File: src/rtl/wb_cellram_sched.sv
// Two-master Wishbone scheduler in front of a CellularRAM controller.
// M0 (video cache) is preferred; M1 gets a slot after STARVE_LIMIT back-to-back M0 wins.
module wb_cellram_sched #(
  parameter int STARVE_LIMIT = 4,
  parameter int TIMEOUT      = 64
) (
  input  logic        wb_clk_i,
  input  logic        wb_rst_n_i,
  input  logic [31:0] wb_m0_adr_i,
  input  logic [3:0]  wb_m0_sel_i,
  input  logic        wb_m0_cyc_i,
  input  logic        wb_m0_stb_i,
  output logic [31:0] wb_m0_dat_o,
  output logic        wb_m0_ack_o,
  output logic        wb_m0_err_o,
  input  logic [31:0] wb_m1_adr_i,
  input  logic [31:0] wb_m1_dat_i,
  input  logic [3:0]  wb_m1_sel_i,
  input  logic        wb_m1_cyc_i,
  input  logic        wb_m1_stb_i,
  input  logic        wb_m1_we_i,
  output logic [31:0] wb_m1_dat_o,
  output logic        wb_m1_ack_o,
  output logic        wb_m1_err_o,
  output logic [31:0] wb_s_adr_o,
  output logic [31:0] wb_s_dat_o,
  output logic [3:0]  wb_s_sel_o,
  output logic        wb_s_cyc_o,
  output logic        wb_s_stb_o,
  output logic        wb_s_we_o,
  input  logic [31:0] wb_s_dat_i,
  input  logic        wb_s_ack_i,
  output logic [1:0]  cellram_mst_sel
);

  typedef enum logic [1:0] {
    S_IDLE   = 2'd0,
    S_GNT_M0 = 2'd1,
    S_GNT_M1 = 2'd2,
    S_ERR    = 2'd3
  } state_t;

  localparam int SC_W = $clog2(STARVE_LIMIT + 1);
  localparam int WD_W = $clog2(TIMEOUT + 1);
  localparam logic [SC_W-1:0] STARVE_MAX = SC_W'(STARVE_LIMIT);
  localparam logic [WD_W-1:0] WD_LAST    = WD_W'(TIMEOUT - 1);

  state_t          r_state, w_state_next;
  logic [SC_W-1:0] r_starve_cnt, w_starve_next;
  logic [WD_W-1:0] r_wd_cnt, w_wd_next;
  logic            r_err_m1, w_err_m1_next;

  logic w_m0_req, w_m1_req, w_own_cyc, w_own_stb, w_timeout, w_m1_wins;

  assign w_m0_req  = wb_m0_cyc_i & wb_m0_stb_i;
  assign w_m1_req  = wb_m1_cyc_i & wb_m1_stb_i;
  assign w_m1_wins = w_m1_req & (~w_m0_req | (r_starve_cnt == STARVE_MAX));

  assign w_own_cyc = (r_state == S_GNT_M0) ? wb_m0_cyc_i :
                     (r_state == S_GNT_M1) ? wb_m1_cyc_i : 1'b0;
  assign w_own_stb = (r_state == S_GNT_M0) ? wb_m0_stb_i :
                     (r_state == S_GNT_M1) ? wb_m1_stb_i : 1'b0;
  // A coincident ack always beats the watchdog.
  assign w_timeout = w_own_stb & ~wb_s_ack_i & (r_wd_cnt == WD_LAST);

  always_ff @(posedge wb_clk_i or negedge wb_rst_n_i) begin
    if (!wb_rst_n_i) begin
      r_state      <= S_IDLE;
      r_starve_cnt <= '0;
      r_wd_cnt     <= '0;
      r_err_m1     <= 1'b0;
    end else begin
      r_state      <= w_state_next;
      r_starve_cnt <= w_starve_next;
      r_wd_cnt     <= w_wd_next;
      r_err_m1     <= w_err_m1_next;
    end
  end

  always_comb begin
    w_state_next  = r_state;
    w_starve_next = r_starve_cnt;
    w_wd_next     = r_wd_cnt;
    w_err_m1_next = r_err_m1;
    case (r_state)
      S_IDLE: begin
        w_wd_next = '0;
        if (w_m1_wins) begin
          w_state_next  = S_GNT_M1;
          w_starve_next = '0;
        end else if (w_m0_req) begin
          w_state_next = S_GNT_M0;
          // Reaching here with M1 waiting implies the count is below its limit.
          if (w_m1_req) w_starve_next = r_starve_cnt + 1'b1;
        end
      end
      S_GNT_M0, S_GNT_M1: begin
        if (!w_own_cyc) begin
          w_state_next = S_IDLE;
        end else if (w_timeout) begin
          w_state_next  = S_ERR;
          w_err_m1_next = (r_state == S_GNT_M1);
        end
        if (wb_s_ack_i)     w_wd_next = '0;
        else if (w_own_stb) w_wd_next = r_wd_cnt + 1'b1;
      end
      default: w_state_next = S_IDLE;
    endcase
  end

  always_comb begin
    wb_s_adr_o      = '0;
    wb_s_dat_o      = '0;
    wb_s_sel_o      = '0;
    wb_s_cyc_o      = 1'b0;
    wb_s_stb_o      = 1'b0;
    wb_s_we_o       = 1'b0;
    wb_m0_dat_o     = '0;
    wb_m0_ack_o     = 1'b0;
    wb_m0_err_o     = 1'b0;
    wb_m1_dat_o     = '0;
    wb_m1_ack_o     = 1'b0;
    wb_m1_err_o     = 1'b0;
    cellram_mst_sel = 2'b00;
    case (r_state)
      S_GNT_M0: begin
        wb_s_adr_o      = wb_m0_adr_i;
        wb_s_sel_o      = wb_m0_sel_i;
        wb_s_cyc_o      = wb_m0_cyc_i;
        wb_s_stb_o      = wb_m0_stb_i;
        wb_m0_dat_o     = wb_s_dat_i;
        wb_m0_ack_o     = wb_s_ack_i;
        cellram_mst_sel = 2'b01;
      end
      S_GNT_M1: begin
        wb_s_adr_o      = wb_m1_adr_i;
        wb_s_dat_o      = wb_m1_dat_i;
        wb_s_sel_o      = wb_m1_sel_i;
        wb_s_cyc_o      = wb_m1_cyc_i;
        wb_s_stb_o      = wb_m1_stb_i;
        wb_s_we_o       = wb_m1_we_i;
        wb_m1_dat_o     = wb_s_dat_i;
        wb_m1_ack_o     = wb_s_ack_i;
        cellram_mst_sel = 2'b10;
      end
      S_ERR: begin
        wb_m0_err_o = ~r_err_m1;
        wb_m1_err_o = r_err_m1;
      end
      default: ;
    endcase
  end

endmodule

File: config.mk
export PLATFORM = sky130hd
export DESIGN_NAME = wb_cellram_sched
export DESIGN_NICKNAME = d
export VERILOG_FILES = /design/src/rtl/wb_cellram_sched.sv
export SDC_FILE = /design/constraint.sdc
export NUM_CORES = 1
export LEC_CHECK = 0
export BUFFER_PORTS_ARGS = -buffer_cell sky130_fd_sc_hd__buf_2
export CAP_MARGIN = 20
export CORE_AREA = 2 2 111 113
export CTS_CLUSTER_DIAMETER = 200
export DETAILED_ROUTE_END_ITERATION = 7
export DIE_AREA = 0 0 113 115
export GPL_TIMING_DRIVEN = 0
export PLACE_DENSITY_LB_ADDON = 0.05
export RECOVER_POWER = 50
export SETUP_SLACK_MARGIN = 0.02
export SLEW_MARGIN = 25
export SYNTH_ARGS = -nofsm -noshare
export SYNTH_HDL_FRONTEND = slang
export SYNTH_SLANG_ARGS = --single-unit
File: constraint.sdc
create_clock -name wb_clk_i -period 2.1 [get_ports wb_clk_i]
set_input_delay 0 -clock wb_clk_i [delete_from_list [all_inputs] [get_ports wb_clk_i]]
set_output_delay 0 -clock wb_clk_i [all_outputs]
set_load 0.05 [all_outputs]
==> results by group, run 1 <==
Yosys
  – Avg Inst Size Synth: 7.151 um2
  – Synthesized Nets: approximately 440
  – Most common cell in the synthesized netlist: and2_1
  – Most area-hungry cell type in the Yosys netlist: and2_1
  – Distinct cells, synth: 30
  – Post-synth top cells: 102 x and2_1, 39 x nor2b_1, 36 x a22oi_1
  – Synth top area cells: and2_1 31%, dfrtp_1 16%, a22oi_1 13%, nor2b_1 12%, ha_1 5.5%
  – Post-synth ARST share: 100.0%
  – Synth Flop Type: dfrtp_1
  – Mapped cell area: between 2000 and 2500 um2
  – Number of synthesized flops with an enable pin: 0
  – Synthesized flop and latch total: 13
  – Cell count after synthesis: ~290
  – Share of the synthesized area in the top cell type: a little under a third
  – Register area share after synthesis: 15.80%
  – Number of warnings issued by yosys: 0

Routing
  – DR iter-0 viols: ~150
  – First-pass DRT Iterations: 8
  – Vias/cell: about 4.3
  – # DRC: 4
  – Vias: between 3000 and 4000
  – WL/cell: roughly 16 um
  – Final WL: about 12000 um
  – Post-route ant nets: 0

Placed design
  – I/O Buffers: 284
  – Hpwl dp: 10300 um
  – RePlAce Congestion: just under 0.8

Cells and area
  – Layout area overhead: 100.1%
  – Nets: around 730
  – Core Util, Final: a little over a third
  – Layout cells sized above 1: between 50% and 60%

STA
  – Final Skew: about 0.0020 ns
  – Slew headroom: about half
  – Setup violators final: 0
  – Max Freq: around 500 MHz
  – Final period util: ~95%
  – Slew Limit Fails: 0
  – Final min period: ~2.0 ns
  – Unrepaired setup endpoints after global routing: yes
  – Final Hold Vio Count: 0
  – Worst-Margin Slew: about 0.77 ns

Critical path
  – Crit path max-delay family: simple AND/OR/NAND/NOR gates
  – Critical path's largest stage delay: roughly 0.41 ns
  – Crit-path max FO: 7
  – Worst path cell trace: inv_1 > ha_1 > clkbuf_4 > and3b_1 > nor2_2 > nor4_4 > o21ai_2 > mux2_1
  – Crit start category: flop
  – CP Capture Type: flop
  – Crit-path slowest cell: dfrtp_2
  – CP Data Arrival Time: 2.11 ns
  – Crit path kind: flop to flop
  – Worst EP required: about 2.2 ns
  – CP bufs+invs: 2

Floorplan
  – Rows: 40
  – I/O pin cnt: approximately 290
  – Die ar.: roughly 13000 um2
  – DIE WIDTH: around 110 um
  – CORE AREA: about 12000 um2
  – Die Y: approximately 120 um
  – Initial Util: 17.44%

Power
  – Clock power frac: ~6.4%
  – Reg power frac: slightly below 6%
  – Pwr Density: around 1400 nW/um2
  – Worst vdd ir: 0.4705 mV
  – Switching Fraction: 63.80%
  – Leakage: between 2 and 2.5 nW
  – Total power draw: between 5 and 6 mW
  – Combinational share of power: about 88%
  – Net Switching: ~3.7 mW
  – P_int: 2.115 mW

CTS
  – TritonCTS buffer count: 3
  – Post CTS Setup Buffer Count: 0
  – CTS Sinks: 13
  – Root buffer cell: clkbuf_16
  – TritonCTS clock tree: built
  – CTS max path bufs: 2
  – Later-pin clock latency in the skew report: between 0.2 and 0.25 ns
  – Reg clk slew, reported paths: around 0.050 ns
  – CTS H-tree lvls: 1

Global route
  – GRT overflow: 0
  – First-pass GRT wire length: around 17000 um
  – Largest net degree at the start of global routing: 14
  – Vias in the first global route: roughly 2900
  – Gr usage total: 16.72%
  – Initial antenna violation count: 2

Run status
  – Violations in the final reports: design-rule violations
  – Outcome: complete, but fails checks

Worst hold path
  – Min-Delay Path Class: primary input to flop

Flow run
  – Max-Cap Viols: 0
-- cell families (layout without fill, tap and decap cells) --
kind of cell             Yosys count  after routing  synth area share [%]
AO/OA/AOI/OAI                     61             61                 20.23
buffers and inverters             29            318                 5.710
flip-flops                        13             13                 15.80
multiplexers                       4              4                 2.126
XOR/XNOR                           1              1                0.4254
adder cells (fa/ha/maj)            9              9                 5.468
other                              0              1                     0
AND/OR/NAND/NOR                  171            171                 50.24
-- state kept, by name (all words and copies together) (netlist names) --
name          count
r_err_m1          1
r_wd_cnt          7
r_starve_cnt      3
r_state           2
-- cell type report --
class | count | area, um2
tap | 147 | 183.9
inverter | 4 | 15.01
fill | 1331 | 7691
clock buffer | 4 | 78.83
sequential | 13 | 327.8
buffer | 25 | 147.6
multi-input combinational | 246 | 1720
antenna | 1 | 2.502
timing repair buffer | 285 | 1644
-- power groups by stage --
stage               Sequential, mW  Clock (mW)  Combinational (mW)
global route                 0.355       0.392                5.44
global placement             0.348           0                4.86
finish                       0.347       0.373                5.12
floorplan                    0.339           0                3.68
CTS                          0.347       0.377                5.03
detailed placement           0.348           0                4.85
-- routing by layer --
metal  up-vias  global-route usage (%)  wire [um]
li1       1545                       -          -
met1      1426                   21.13       4850
met2       107                   29.38       6020
met3         9                   4.639        886
met4         2                   1.951         59
met5         -                       0          7
-- final timing paths --
path	start	endpoint	slack [ns]	depth (start not counted)
worst max register to register	r_state[0]	r_state[0]	0.11	8
min in group asynchronous	wb_rst_n_i	r_starve_cnt[0]	0.34	2
worst min register to register	r_wd_cnt[4]	r_wd_cnt[4]	0.50	1
max in group asynchronous	wb_rst_n_i	r_state[1]	1.23	2
worst max-delay path	r_state[0]	r_state[0]	0.11	8
worst min-delay path	wb_s_ack_i	r_err_m1	0.19	4
-- through the flow --
step / hold slack, ns / area, um2 / TNS, ns / instances / worst slack, ns
finish: 0.1938 / 4120 / 0 / 725 / 0.1113
global route: 0.2418 / 4120 / -0.05898 / 725 / -0.03356
detailed placement: -0.07807 / 3750 / -4.098 / 719 / -0.1313
floorplan: -0.2956 / 2145 / 0 / 288 / 0.06031
CTS: 0.1919 / 3974 / 0 / 724 / 0.02696
global placement: -0.07794 / 3750 / -4.042 / 719 / -0.1040
-- cell usage in the layout (no fill, tap or decap), drive strengths merged, types with 2 or more instances in the layout --
| master | netlist | final |
|---|---|---|
| nand3 | 7 | 7 |
| a22oi | 36 | 36 |
| ha | 9 | 9 |
| a21oi | 4 | 4 |
| mux2 | 3 | 3 |
| inv | 4 | 4 |
| o21ai | 13 | 13 |
| o31ai | 2 | 2 |
| nor2b | 39 | 39 |
| nand2 | 14 | 14 |
| and2 | 103 | 103 |
| and3 | 2 | 2 |
| clkbuf | 23 | 71 |
| buf | 2 | 242 |
| dfrtp | 13 | 13 |
| nor2 | 3 | 3 |
-- timing repair --
item	4_1_cts	5_1_grt
pin swaps	0	1
hold buffers	1	0
endpoints found under the setup margin	114	110
gates resized for setup	63	76
endpoints found under the hold margin	13	0
-- worst reg2reg max path: cells and delay by family, from the launching register on --
kind	cells	cell delay (ns)
and+or+nand+nor	3	0.49
AOI/OAI and AO/OA	1	0.15
DFF	1	0.41
buffers and inverters	2	0.28
adders and majority gates	1	0.20
muxes	1	0.34
(Power assumes the default switching activity.)
==> run 2, diff against run 1 <==
--- a/config.mk
+++ b/config.mk
@@ -7,10 +7,12 @@
 export LEC_CHECK = 0
 export BUFFER_PORTS_ARGS = -buffer_cell sky130_fd_sc_hd__buf_2
 export CAP_MARGIN = 20
-export CORE_AREA = 2 2 111 113
+export CELL_PAD_IN_SITES_DETAIL_PLACEMENT = 1
+export CELL_PAD_IN_SITES_GLOBAL_PLACEMENT = 1
+export CORE_MARGIN = 2
+export CORE_UTILIZATION = 18
 export CTS_CLUSTER_DIAMETER = 200
 export DETAILED_ROUTE_END_ITERATION = 7
-export DIE_AREA = 0 0 113 115
 export GPL_TIMING_DRIVEN = 0
 export PLACE_DENSITY_LB_ADDON = 0.05
 export RECOVER_POWER = 50
==> run 2 against run 1 <==
Against the previous run: highest routed layer is now met4; clock skew grew 0.0022 ns; combinational power shrank 2%; the run now ends clean; design area shrank 1.3%.
==> results by group, run 2 (synthesis results as in run 1) <==
Run status
  – Outcome: finished clean

CTS
  – Reg clk slew, reported paths: around 0.05 ns
  – Later-pin clock latency in the skew report: 0.24 ns
  – CTS Sinks: 13
  – CTS H-tree lvls: 1
  – TritonCTS buffer count: 3
  – Post CTS Setup Buffer Count: 0
  – Root buffer cell: clkbuf_16
  – CTS max path bufs: 2
  – TritonCTS clock tree: built

Critical path
  – Reg2reg start: r_state[0]
  – CP Data Arrival Time: approximately 2.1 ns
  – Crit-path slowest cell: dfrtp_2
  – R2R Setup Slk: 0.12 ns
  – Crit path max-delay family: simple AND/OR/NAND/NOR gates
  – Reg2Reg Capture Point: r_state[1]
  – Crit start category: flop
  – Worst path cell trace: inv_1 > ha_1 > buf_2 > and3b_2 > nor2_2 > nor4_4 > o21ai_2 > mux2_1
  – CP bufs+invs: 2
  – CP Capture Type: flop
  – Critical path's largest stage delay: approximately 0.42 ns
  – Crit-path max FO: 7
  – Crit path kind: flop to flop
  – Worst EP required: approximately 2.2 ns
  – R2R depth: 8

STA
  – Final Hold Vio Count: 0
  – Max Freq: slightly above 500 MHz
  – Worst-Margin Slew: approximately 0.76 ns
  – Slew headroom: between 40% and 50%
  – Final min period: around 2.0 ns
  – Slew Limit Fails: 0
  – Setup violators final: 0
  – Final Skew: approximately 0.0042 ns
  – Final Worst Setup Slack: 0.1233 ns
  – Final period util: a little over nine tenths
  – Unrepaired setup endpoints after global routing: yes

Power
  – Worst vdd ir: approximately 0.54 mV
  – Pwr Density: around 1400 nW/um2
  – Leakage: 2.221 nW

Cells and area
  – Leading cell type in the layout, fill and taps excluded: buf_2
  – Design area: 4068 um2
  – Non-filler instance count after layout: a little over 700
  – Nets: about 730
  – Layout cells sized above 1: a little under 60%
  – Largest registers: r_wd_cnt (7), r_starve_cnt (3), r_state (2)
  – Layout area overhead: 97.51%
  – # diodes: 0
  – Most frequent cells in the layout: 168 x buf_2, 102 x and2_1, 55 x clkbuf_2
  – Number of flip-flops in the largest register: 7
  – Biggest register: r_wd_cnt

Floorplan
  – CORE AREA: about 11000 um2
  – Die Y: 111.0 um
  – I/O pin cnt: 285
  – Initial Util: approximately 18%
  – DIE WIDTH: 111.0 um
  – Die ar.: between 10000 and 15000 um2
  – Rows: 39

Worst hold path
  – Min-Delay Path Depth: 4
  – Min-Delay Path Class: primary input to flop
  – Hold endpoint: r_err_m1
  – Hold_sp: wb_s_ack_i

Routing
  – # DRC: 0
  – Met3 Routed Length: roughly 1000 um
  – Post-route ant nets: 0
  – Final WL: ~12000 um
  – Met2 Wirelength: 6674 um
  – WL met1: around 4400 um
  – Vias: roughly 3200
  – First-pass DRT Iterations: 4
  – WL/cell: roughly 17 um
  – Vias/cell: 4.446
  – Max layer used: met4
  – DR iter-0 viols: 97

Global route
  – Initial antenna violation count: 0
  – Gr usage total: 19.25%
  – Vias in the first global route: about 3400
  – GRT overflow: 0
  – First-pass GRT wire length: ~19000 um
  – Largest net degree at the start of global routing: 14

Placed design
  – I/O Buffers: around 280
  – Placed cells: 715
  – Pre-CTS setup slack: -0.08828 ns
  – Hpwl dp: 10720 um
  – Dpl cell area: roughly 3700 um2
  – RePlAce Congestion: ~0.8

Flow run
  – Max-Cap Viols: 0
## run 2: cell count changes in the layout (fill, tap and decap cells not counted)
| cell | previous run | this run |
|---|---|---|
| and3b_1 | 1 | 0 |
| clkbuf_2 | 7 | 55 |
| diode_2 | 1 | 0 |
| and3b_2 | 0 | 1 |
| buf_4 | 41 | 25 |
| buf_6 | 2 | 1 |
| buf_2 | 199 | 168 |
## run 2: how the worst max path moves through the flow
stage,start,end,cells after the start
3_3_place_gp,r_state[0],wb_s_adr_o[1],6
2_1_floorplan,r_state[0],wb_s_adr_o[21],5
4_1_cts,r_state[0],r_state[1],8
5_1_grt,r_state[0],wb_s_dat_o[25],7
6_report,r_state[0],r_state[1],8
3_5_place_dp,r_state[0],r_wd_cnt[2],8
## run 2: layout make-up
cell class              count  area, um2
multi-input cells         246       1722
inverters                   4      15.01
flip-flops and latches     13      327.8
plain buffers              25      137.6
well taps                 143      178.9
fillers                  1492       7204
repair buffers            285       1608
clock buffers               4      78.83
## run 2: routing by layer
| layer | vias up | global-route usage, % |
|---|---|---|
| met2 | 149 | 37.30 |
| li1 | 1545 | - |
| met3 | 10 | 5.522 |
| met1 | 1497 | 20.88 |
| met5 | - | 0 |
| met4 | 0 | 3.167 |
## run 2: stage by stage
step           setup TNS, ns  utilization [%]  power (mW)  hold WS [ns]
2_1_floorplan              0                -       4.020       -0.2956
3_3_place_gp         -0.4721            33.22       5.171      -0.08618
3_5_place_dp         -0.9507            33.22       5.194      -0.07780
4_1_cts                    0            34.97       5.736        0.1988
5_1_grt            -0.007833            36.09       6.112        0.2520
6_report                   0            36.09       5.745        0.2131
## run 2: report_power, final
part,internal (mW),switching [mW]
Combinational,1.49,3.54
Clock,0.256,0.105
Sequential,0.301,0.0493
Total,2.05,3.70
## run 2: timing repair
action | CTS | global route
gates resized for setup | 53 | 65
hold buffers | 1 | 0
endpoints found under the setup margin | 114 | 103
hold endpoints to repair | 13 | 0
pin swaps | 0 | 1
## run 2: tightest hold or removal path: stages
cell	delay (ns)
buf_2	0.14
nor4_4	0.07
nand3_1	0.09
mux2_1	0.13
